[config.mk]
export PLATFORM = sky130hd
export DESIGN_NAME = riscv_ctrl
export DESIGN_NICKNAME = d
export VERILOG_FILES = /design/src/rtl/riscv_ctrl_pkg.sv /design/src/rtl/riscv_ctrl_decode.sv /design/src/rtl/riscv_ctrl.sv
export SDC_FILE = /design/constraint.sdc
export NUM_CORES = 1
export LEC_CHECK = 0
export BUFFER_PORTS_ARGS = -buffer_cell sky130_fd_sc_hd__buf_4
export CORE_ASPECT_RATIO = 0.9
export CORE_UTILIZATION = 46
export DETAILED_ROUTE_END_ITERATION = 12
export GPL_ROUTABILITY_DRIVEN = 0
export GPL_TIMING_DRIVEN = 1
export PLACE_DENSITY = 0.76
export SYNTH_ARGS = -nofsm -noshare
export SYNTH_HDL_FRONTEND = slang
export SYNTH_SLANG_ARGS = --single-unit
[constraint.sdc]
create_clock -name clk -period 1.9 [get_ports clk]
set_input_delay 0.19 -clock clk [delete_from_list [all_inputs] [get_ports clk]]
set_output_delay 0.19 -clock clk [all_outputs]
set_load 0.05 [all_outputs]
[src/rtl/riscv_ctrl_pkg.sv]
// riscv_ctrl_pkg: shared definitions for the multi-cycle RISC-V control unit.
//   - state_t    : 3-bit FSM state encoding
//   - OPC_*      : opcode values of the supported instruction classes
//   - ALU_OP_*   : alu_op encodings driven to the datapath
//   - MUX*_*     : select values for the four datapath multiplexers
package riscv_ctrl_pkg;

  typedef enum logic [2:0] {
    ST_INIT   = 3'd0,
    ST_IDLE   = 3'd1,
    ST_FETCH  = 3'd2,
    ST_DECODE = 3'd3,
    ST_EXEC   = 3'd4,
    ST_MEM    = 3'd5,
    ST_WB     = 3'd6,
    ST_HALT   = 3'd7
  } state_t;

  localparam logic [6:0] OPC_R      = 7'b0110011;
  localparam logic [6:0] OPC_I      = 7'b0010011;
  localparam logic [6:0] OPC_LOAD   = 7'b0000011;
  localparam logic [6:0] OPC_STORE  = 7'b0100011;
  localparam logic [6:0] OPC_BRANCH = 7'b1100011;

  localparam logic [1:0] ALU_OP_ADD    = 2'b00;
  localparam logic [1:0] ALU_OP_BRANCH = 2'b01;
  localparam logic [1:0] ALU_OP_R      = 2'b10;
  localparam logic [1:0] ALU_OP_I      = 2'b11;

  localparam logic [1:0] MUX1_REG_B   = 2'd0;  // ALU B operand
  localparam logic [1:0] MUX1_IMM     = 2'd1;
  localparam logic [1:0] MUX2_MEM     = 2'd0;  // register write data
  localparam logic [1:0] MUX2_ALU     = 2'd1;
  localparam logic [1:0] MUX3_PC_INC  = 2'd0;  // next PC
  localparam logic [1:0] MUX3_PC_IMM  = 2'd1;
  localparam logic [1:0] MUX4_ALU     = 2'd0;  // data memory Din
  localparam logic [1:0] MUX4_REG_B   = 2'd1;

endpackage

[src/rtl/riscv_ctrl_decode.sv]
// riscv_ctrl_decode: combinational opcode classifier.
//   opcode      in  7  opcode to classify
//   is_r .. is_branch out 1  one-hot legal class flags
//   is_illegal  out 1  set for any opcode outside the five legal classes
module riscv_ctrl_decode
  import riscv_ctrl_pkg::*;
(
  input  logic [6:0] opcode,
  output logic       is_r,
  output logic       is_i,
  output logic       is_load,
  output logic       is_store,
  output logic       is_branch,
  output logic       is_illegal
);

  always_comb begin
    is_r       = 1'b0;
    is_i       = 1'b0;
    is_load    = 1'b0;
    is_store   = 1'b0;
    is_branch  = 1'b0;
    is_illegal = 1'b0;
    case (opcode)
      OPC_R:      is_r       = 1'b1;
      OPC_I:      is_i       = 1'b1;
      OPC_LOAD:   is_load    = 1'b1;
      OPC_STORE:  is_store   = 1'b1;
      OPC_BRANCH: is_branch  = 1'b1;
      default:    is_illegal = 1'b1;
    endcase
  end

endmodule

[src/rtl/riscv_ctrl.sv]
// riscv_ctrl: multi-cycle control unit for the RISC-V datapath.
// Sequences each instruction through FETCH/DECODE/EXEC/(MEM)/WB, pauses at
// instruction boundaries when run=0 and halts permanently on illegal opcodes.
//   clk, reset (async, active-low), run, opcode[6:0], branch   inputs
//   pc_load, pc_reset, mem_re, mem_we, reg_file_write          enables
//   alu_op[1:0], select_mux_1..4[1:0]                          datapath selects
//   illegal (sticky), instret[CNT_W-1:0] (retired count)
// Optional: define RISCV_CTRL_INSTRET_EN to build the retired-instruction
// counter; otherwise instret is constant 0.
module riscv_ctrl
  import riscv_ctrl_pkg::*;
#(
  parameter int MEM_LAT = 1,
  parameter int CNT_W   = 32
) (
  input  logic             clk,
  input  logic             reset,
  input  logic             run,
  input  logic [6:0]       opcode,
  input  logic             branch,
  output logic             pc_load,
  output logic             pc_reset,
  output logic             mem_re,
  output logic             mem_we,
  output logic             reg_file_write,
  output logic [1:0]       alu_op,
  output logic [1:0]       select_mux_1,
  output logic [1:0]       select_mux_2,
  output logic [1:0]       select_mux_3,
  output logic [1:0]       select_mux_4,
  output logic             illegal,
  output logic [CNT_W-1:0] instret
);

  localparam logic [3:0] MEM_LAST = 4'(MEM_LAT - 1);

  state_t     state_reg, state_next;
  logic [6:0] opcode_reg;
  logic [3:0] cnt_reg, cnt_next;
  logic       illegal_reg;
  logic       retire;

  logic [6:0] dec_opcode;
  logic       is_r, is_i, is_load, is_store, is_branch, is_illegal;

  // DECODE classifies the live opcode; every later state uses the captured one.
  assign dec_opcode = (state_reg == ST_DECODE) ? opcode : opcode_reg;

  riscv_ctrl_decode u_decode (
    .opcode     (dec_opcode),
    .is_r       (is_r),
    .is_i       (is_i),
    .is_load    (is_load),
    .is_store   (is_store),
    .is_branch  (is_branch),
    .is_illegal (is_illegal)
  );

  always_ff @(posedge clk or negedge reset) begin
    if (!reset) begin
      state_reg   <= ST_INIT;
      opcode_reg  <= '0;
      cnt_reg     <= '0;
      illegal_reg <= 1'b0;
    end else begin
      state_reg <= state_next;
      cnt_reg   <= cnt_next;
      if (state_reg == ST_DECODE) begin
        opcode_reg <= opcode;
        if (is_illegal) illegal_reg <= 1'b1;
      end
    end
  end

  always_comb begin
    state_next     = state_reg;
    cnt_next       = cnt_reg;
    retire         = 1'b0;
    pc_load        = 1'b0;
    pc_reset       = 1'b0;
    mem_re         = 1'b0;
    mem_we         = 1'b0;
    reg_file_write = 1'b0;
    alu_op         = ALU_OP_ADD;
    select_mux_1   = MUX1_REG_B;
    select_mux_2   = MUX2_MEM;
    select_mux_3   = MUX3_PC_INC;
    select_mux_4   = MUX4_ALU;

    case (state_reg)
      ST_INIT: begin
        pc_reset   = 1'b1;
        state_next = ST_IDLE;
      end
      ST_IDLE: begin
        if (run) state_next = ST_FETCH;
      end
      ST_FETCH: state_next = ST_DECODE;
      ST_DECODE: state_next = is_illegal ? ST_HALT : ST_EXEC;
      ST_EXEC: begin
        if (is_r) begin
          alu_op     = ALU_OP_R;
          state_next = ST_WB;
        end else if (is_i) begin
          alu_op       = ALU_OP_I;
          select_mux_1 = MUX1_IMM;
          state_next   = ST_WB;
        end else if (is_load || is_store) begin
          select_mux_1 = MUX1_IMM;
          cnt_next     = MEM_LAST;
          state_next   = ST_MEM;
        end else if (is_branch) begin
          // Only Mealy output: branch outcome steers the next PC directly.
          alu_op       = ALU_OP_BRANCH;
          pc_load      = 1'b1;
          select_mux_3 = branch ? MUX3_PC_IMM : MUX3_PC_INC;
          retire       = 1'b1;
        end else begin
          state_next = ST_HALT;
        end
      end
      ST_MEM: begin
        // Address path stays valid for every cycle of the access.
        select_mux_1 = MUX1_IMM;
        if (cnt_reg != 4'd0) cnt_next = cnt_reg - 4'd1;
        if (is_load) begin
          mem_re = 1'b1;
          if (cnt_reg == 4'd0) state_next = ST_WB;
        end else begin
          select_mux_4 = MUX4_REG_B;
          // Counter is still at its load value only in the first MEM cycle.
          mem_we       = (cnt_reg == MEM_LAST);
          if (cnt_reg == 4'd0) begin
            pc_load = 1'b1;
            retire  = 1'b1;
          end
        end
      end
      ST_WB: begin
        reg_file_write = 1'b1;
        pc_load        = 1'b1;
        retire         = 1'b1;
        if (is_load) begin
          select_mux_2 = MUX2_MEM;
        end else begin
          select_mux_2 = MUX2_ALU;
          if (is_r) alu_op = ALU_OP_R;
          if (is_i) begin
            alu_op       = ALU_OP_I;
            select_mux_1 = MUX1_IMM;
          end
        end
      end
      ST_HALT: state_next = ST_HALT;
      default: state_next = ST_INIT;
    endcase

    if (retire) state_next = run ? ST_FETCH : ST_IDLE;
  end

  assign illegal = illegal_reg;

`ifdef RISCV_CTRL_INSTRET_EN
  logic [CNT_W-1:0] instret_reg;

  always_ff @(posedge clk or negedge reset) begin
    if (!reset) instret_reg <= '0;
    else if (retire) instret_reg <= instret_reg + {{(CNT_W-1){1'b0}}, 1'b1};
  end

  assign instret = instret_reg;
`else
  assign instret = '0;
`endif

endmodule

### After elaboration in Yosys (flattened, before gate mapping)

Cells that the tools add are included.

* register bits: 15
* input bits: 11
* output and inout port bits: 48

* $add $sub $neg: 1
* equal/unequal tests: 20
* mux-type cells: 58
* bitwise logic cells: 1
* reduce and logical (&&, ||, !) cells: 10

Operator list (count)
* 1-bit two-way mux: 33
* 3-bit two-way mux: 8
* 3-bit one-hot mux with 7 select lines: 1
* 4-bit two-way mux: 4
* 7-bit by 6-bit == test with 1-bit output (second input constant): 2
* 2-bit two-way mux: 7
* 3-bit == test (second input constant): 4
* 5-bit AND reduction: 2
* 3-bit != test (second input constant): 3
* 2-bit != test (second input constant): 4
* 4-bit one-hot mux with 2 select lines: 1
* 8-bit nonzero test: 1
* 7-bit by 2-bit == test with 1-bit output (second input constant): 1
* 7-bit by 5-bit == test with 1-bit output (second input constant): 1
* 7-bit == test (second input constant): 1
* 7-bit two-way mux: 1
* 3-bit by 2-bit == test with 1-bit output (second input constant): 2
* 6-bit != test (second input constant): 1
* 1-bit one-hot mux with 3 select lines: 2
* 5-bit OR reduction: 1
* 4-bit logical NOT: 1
* 2-bit one-hot mux with 2 select lines: 1
* 4-bit nonzero test: 1
* 4-bit by 1-bit subtractor with 4-bit output (second input constant): 1
* 6 further kinds: 6

### Depth between registers and ports, before layout

* depth after elaboration: 11
* depth in mapped cells: 6

### Modules after synthesis

Synthesis repeated with hierarchy kept, for this count alone.

* cells, all modules: 138
* area total of the unflattened synthesis: 1313.8 um2

Modules (own cells, without submodules)
* riscv_ctrl: times used 1, cells each 127, area an instance 1213.7 um2, sequential area each 375.4 um2
* riscv_ctrl_decode: times used 1, cells each 11, area an instance 100.1 um2, sequential area each 0.0 um2

### Worst setup path before layout

Ideal clock, no wire load.

* path kind: flip-flop to output port
* start point: register state_reg[2]
* end point: output port select_mux_4[0]
* arrival: 2.357 ns
* required time: 1.710 ns
* path slack: -0.647 ns
* cell stages (with the launch flop): 4
* buffers on the path: 0
* path through: dfrtp_1 and3b_4 nor4b_4 nor4b_1

* word-level cells in the longest chain between the ends: 6

RTL lines
* start, declared: line riscv_ctrl.sv:37 `state_t state_reg, state_next;`
* start signal, assigned: line riscv_ctrl.sv:66 `state_reg <= state_next;`
* 3-bit by 2-bit == test with 1-bit output: line riscv_ctrl.sv:47 `assign dec_opcode = (state_reg == ST_DECODE) ? opcode : opcode_reg;`
* 7-bit two-way mux
* 7-bit by 2-bit == test with 1-bit output: line riscv_ctrl_decode.sv:24 `case (opcode)`
* 1-bit two-way mux: line riscv_ctrl_decode.sv:24
* 1-bit two-way mux: line riscv_ctrl.sv:126 `if (is_load) begin`
* 1-bit two-way mux *: line riscv_ctrl.sv:90 `case (state_reg)`
* end, declared: line riscv_ctrl.sv:30 `output logic [1:0] select_mux_4,`

Mark *: on every way between the ends. The rest lies on a longest branch, timed or not.

### Worst setup path in the final report

* start point: register cnt_reg[1]
* end point: output port pc_load

* word-level cells in the longest chain between the ends: 4

RTL lines
* start, declared: line riscv_ctrl.sv:39 `logic [3:0] cnt_reg, cnt_next;`
* start signal, assigned: line riscv_ctrl.sv:67 `cnt_reg <= cnt_next;`
* 4-bit logical NOT: line riscv_ctrl.sv:133 `if (cnt_reg == 4'd0) begin`
* 1-bit two-way mux: line riscv_ctrl.sv:133
* 1-bit two-way mux: line riscv_ctrl.sv:126
* 1-bit one-hot mux with 3 select lines: line riscv_ctrl.sv:90
* end, declared: line riscv_ctrl.sv:21 `output logic pc_load,`

No other way between the ends.

==> impl_metrics.env <==
export IMPL_areaGrowthSynthToFinish_pct=26.2
export IMPL_die_area_um2=2920
export IMPL_max_cap_viol_count=0
export IMPL_crit_buf_inv=2
export IMPL_cts_num_sinks=15
export IMPL_fmax_mhz=508
export IMPL_antenna_found_initial=0
export IMPL_drt_iter0_markers=32
export IMPL_post_place_ws_ps=79.0
export IMPL_finalCritPeriodShare=1.04
export IMPL_path_delay_family="simple AND/OR/NAND/NOR gates"
export IMPL_path_clk_slew_ps=90
export IMPL_grtUsageTotal=0.184
export IMPL_violations="design-rule violations, negative setup slack"
export IMPL_synthMuxAreaShare=0.0543
export IMPL_coreArea_um2=2510
export IMPL_critPathCaptureType="primary output"
export IMPL_num_fill_cells=202
export IMPL_reg2regPathDepth=6
export IMPL_synth_commonest_cells="36 x buf_4, 15 x dfrtp_1, 8 x inv_1, 8 x nor2_1, 7 x nand2_1"
export IMPL_yosysSeqAreaShare=0.302
export IMPL_p_int_mw=1.08
export IMPL_worstHoldStart="opcode[4]"
export IMPL_power_frac_seq=0.252
export IMPL_synth_top_area_frac=0.302
export IMPL_dr_pass1_iters=8
export IMPL_required_ps=1710
export IMPL_reg2reg_slack_ps=80
export IMPL_die_w_um=56.8
export IMPL_dp_hpwl_mm=1.84
export IMPL_wire_per_inst_um=12.4
export IMPL_grt_pass1_vias=949
export IMPL_grt_setup_unrepaired="true"
export IMPL_ir_worst_vdd_uv=737
export IMPL_pwr_share_clk=0.085
export IMPL_leakage_nw=0.753
export IMPL_crit_arrival_ps=1780
export IMPL_p_switching_mw=1.08
export IMPL_whs_ps=118
export IMPL_setup_viol_count_final=4
export IMPL_yosysMostFrequentCell="buf_4"
export IMPL_cts_root_buf="clkbuf_4"
export IMPL_cpMaxStageDelayCell="dfrtp_1"
export IMPL_yosys_warnings=0
export IMPL_synth_simple_area_share=0.222
export IMPL_synth_edf_count=0
export IMPL_worstHoldPathType="primary input to register"
export IMPL_drive_above_1_share=0.375
export IMPL_synth_cell_types=44
export IMPL_min_to="opcode_reg[4]"
export IMPL_ios=59
export IMPL_cts_buffer_depth=2
export IMPL_syn_avg_cell_area_um2=8.89
export IMPL_synth_fa_ha_area_frac=0.0101
export IMPL_synthXorXnorAreaFrac=0.0141
export IMPL_placed_cells=194
export IMPL_port_buffers=22
export IMPL_grt_pass1_wl_mm=4.17
export IMPL_synth_area_um2=1240
export IMPL_finalWorstSetupSlack_ps=-67.7
export IMPL_reg2reg_to="state_reg[1]"
export IMPL_syn_inst=140
export IMPL_ys_ff_latch=15
export IMPL_grt_max_degree=19
export IMPL_cts_buffers=3
export IMPL_drc=13
export IMPL_path_class="register to primary output"
export IMPL_start_util=0.496
export IMPL_hold_depth=3
export IMPL_reg2reg_from="opcode_reg[2]"
export IMPL_maxSlewViolCount=0
export IMPL_postSynth_asyncResetShare=1.00
export IMPL_wl_mm=2.52
export IMPL_htreeDepth=1
export IMPL_switching_share=0.501
export IMPL_via_per_inst=5.01
export IMPL_outcome="finished, violations left"
export IMPL_crit_chain="inv_2 -> ha_4 -> or3b_4 -> nand2b_4 -> o22ai_4 -> buf_6"
export IMPL_largest_reg_flops=7
export IMPL_pwr_share_comb=0.664
export IMPL_grt_overflow_total=0
export IMPL_skew_ps=5.30
export IMPL_p_per_area_nw_per_um2=1370
export IMPL_min_period_ps=1970
export IMPL_yosysTopAreaCell="dfrtp_1"
export IMPL_ant_nets=0
export IMPL_insertion_delay_ps=290
export IMPL_synth_area_leaders="dfrtp_1 30%, buf_4 22%, mux2_2 5.4%"
export IMPL_synth_ff_type="dfrtp_1"
export IMPL_total_power_mw=2.16
export IMPL_cts_tree="done"
export IMPL_synth_top_family_by_area="buffers and inverters"
export IMPL_via_count=1022
export IMPL_stdcell_count=204
export IMPL_cp_max_fo=2
export IMPL_hold_viol=0
export IMPL_antennaDiodeCount=0
export IMPL_die_h_um=51.4
export IMPL_start_kind="register"
export IMPL_nets=189
export IMPL_max_stage_delay_ps=400
export IMPL_synth_compound_gate_area_share=0.131
export IMPL_rows=17
## placed cells by master, fill, tap and decap left out, types with 2 or more instances in the layout
| cell type | synthesis | routed |
|---|---|---|
| nand2_1 | 7 | 7 |
| a2111oi_0 | 2 | 2 |
| inv_2 | 0 | 2 |
| xor2_1 | 2 | 2 |
| dfrtp_1 | 15 | 15 |
| conb_1 | 1 | 36 |
| inv_1 | 8 | 6 |
| clkbuf_4 | 0 | 3 |
| nand3_1 | 3 | 3 |
| mux2_2 | 6 | 5 |
| nor2_1 | 8 | 6 |
| o21ai_0 | 5 | 3 |
| nand2b_1 | 3 | 2 |
| buf_6 | 1 | 8 |
| a211oi_1 | 2 | 2 |
| a21oi_1 | 6 | 6 |
| nor2_2 | 0 | 2 |
| buf_4 | 36 | 29 |
| nor4b_4 | 1 | 3 |
| nand2b_4 | 1 | 2 |
| o31a_1 | 2 | 2 |
## worst reg2reg max path: cells and delay by family, from the launching register on
kind | cells | cell delay [ps]
buffers and inverters | 2 | 330
AO/OA/AOI/OAI | 2 | 360
AND/OR/NAND/NOR | 2 | 630
flip-flops | 1 | 390
## timing repair
item | in CTS | in global routing
endpoints found under the setup margin | 9 | 8
setup buffers | 4 | 1
resized for setup | 17 | 7
pin swaps | 5 | 6
endpoints found under the hold margin | 15 | 0
hold buffers | 1 | 0
## metrics by stage
step / utilization / area [um^2] / TNS (ps)
after floorplan: - / 1410 / 0
after global placement: 0.551 / 1380 / 0
after detailed placement: 0.551 / 1380 / 0
after CTS: 0.608 / 1530 / -108
after global routing: 0.626 / 1570 / -538
final: 0.626 / 1570 / -97.6
## layout make-up
| type | count | area, um^2 | share of cell area |
|---|---|---|---|
| multi-input cells | 111 | 787 | 0.501 |
| flip-flops and latches | 15 | 375 | 0.239 |
| well taps | 28 | 35.0 | 0.0223 |
| repair buffers | 38 | 318 | 0.202 |
| clock buffers | 4 | 26.3 | 0.0167 |
| inverters | 8 | 30.0 | 0.0191 |
## power by group through the flow
| stage | logic, mW | registers [mW] | clock network (mW) |
|---|---|---|---|
| 6_report | 1.43 | 0.544 | 0.183 |
| 5_1_grt | 1.53 | 0.553 | 0.199 |
| 4_1_cts | 1.35 | 0.533 | 0.189 |
| 3_5_place_dp | 1.26 | 0.525 | 0 |
| 3_3_place_gp | 1.24 | 0.511 | 0 |
| 2_1_floorplan | 1.02 | 0.509 | 0 |
## worst max-delay path by stage
stage / start / cells past startpoint / to
2_1_floorplan: state_reg[2] / 3 / select_mux_4[0]
6_report: cnt_reg[1] / 6 / pc_load
4_1_cts: cnt_reg[1] / 6 / pc_load
3_5_place_dp: opcode_reg[3] / 5 / select_mux_1[0]
3_3_place_gp: cnt_reg[0] / 6 / pc_load
5_1_grt: cnt_reg[1] / 6 / pc_load
## layer usage
| layer | track usage | up-vias | share of wire |
|---|---|---|---|
| met5 | 0 | - | 0 |
| met4 | 0.0732 | 0 | 0.015 |
| met3 | 0.0203 | 5 | 0.059 |
| met2 | 0.310 | 48 | 0.47 |
| met1 | 0.245 | 484 | 0.45 |
| li1 | - | 485 | - |
## kinds of logic (layout without fill, tap and decap cells)
group           Yosys count  after routing
simple gates             42             42
other cells               1             36
flops                    15             15
mux                       6              6
fa+ha+maj                 1              1
buf+inv                  49             50
compound gates           24             24
xor+xnor                  2              2
Power figures use the tool's default switching activity.
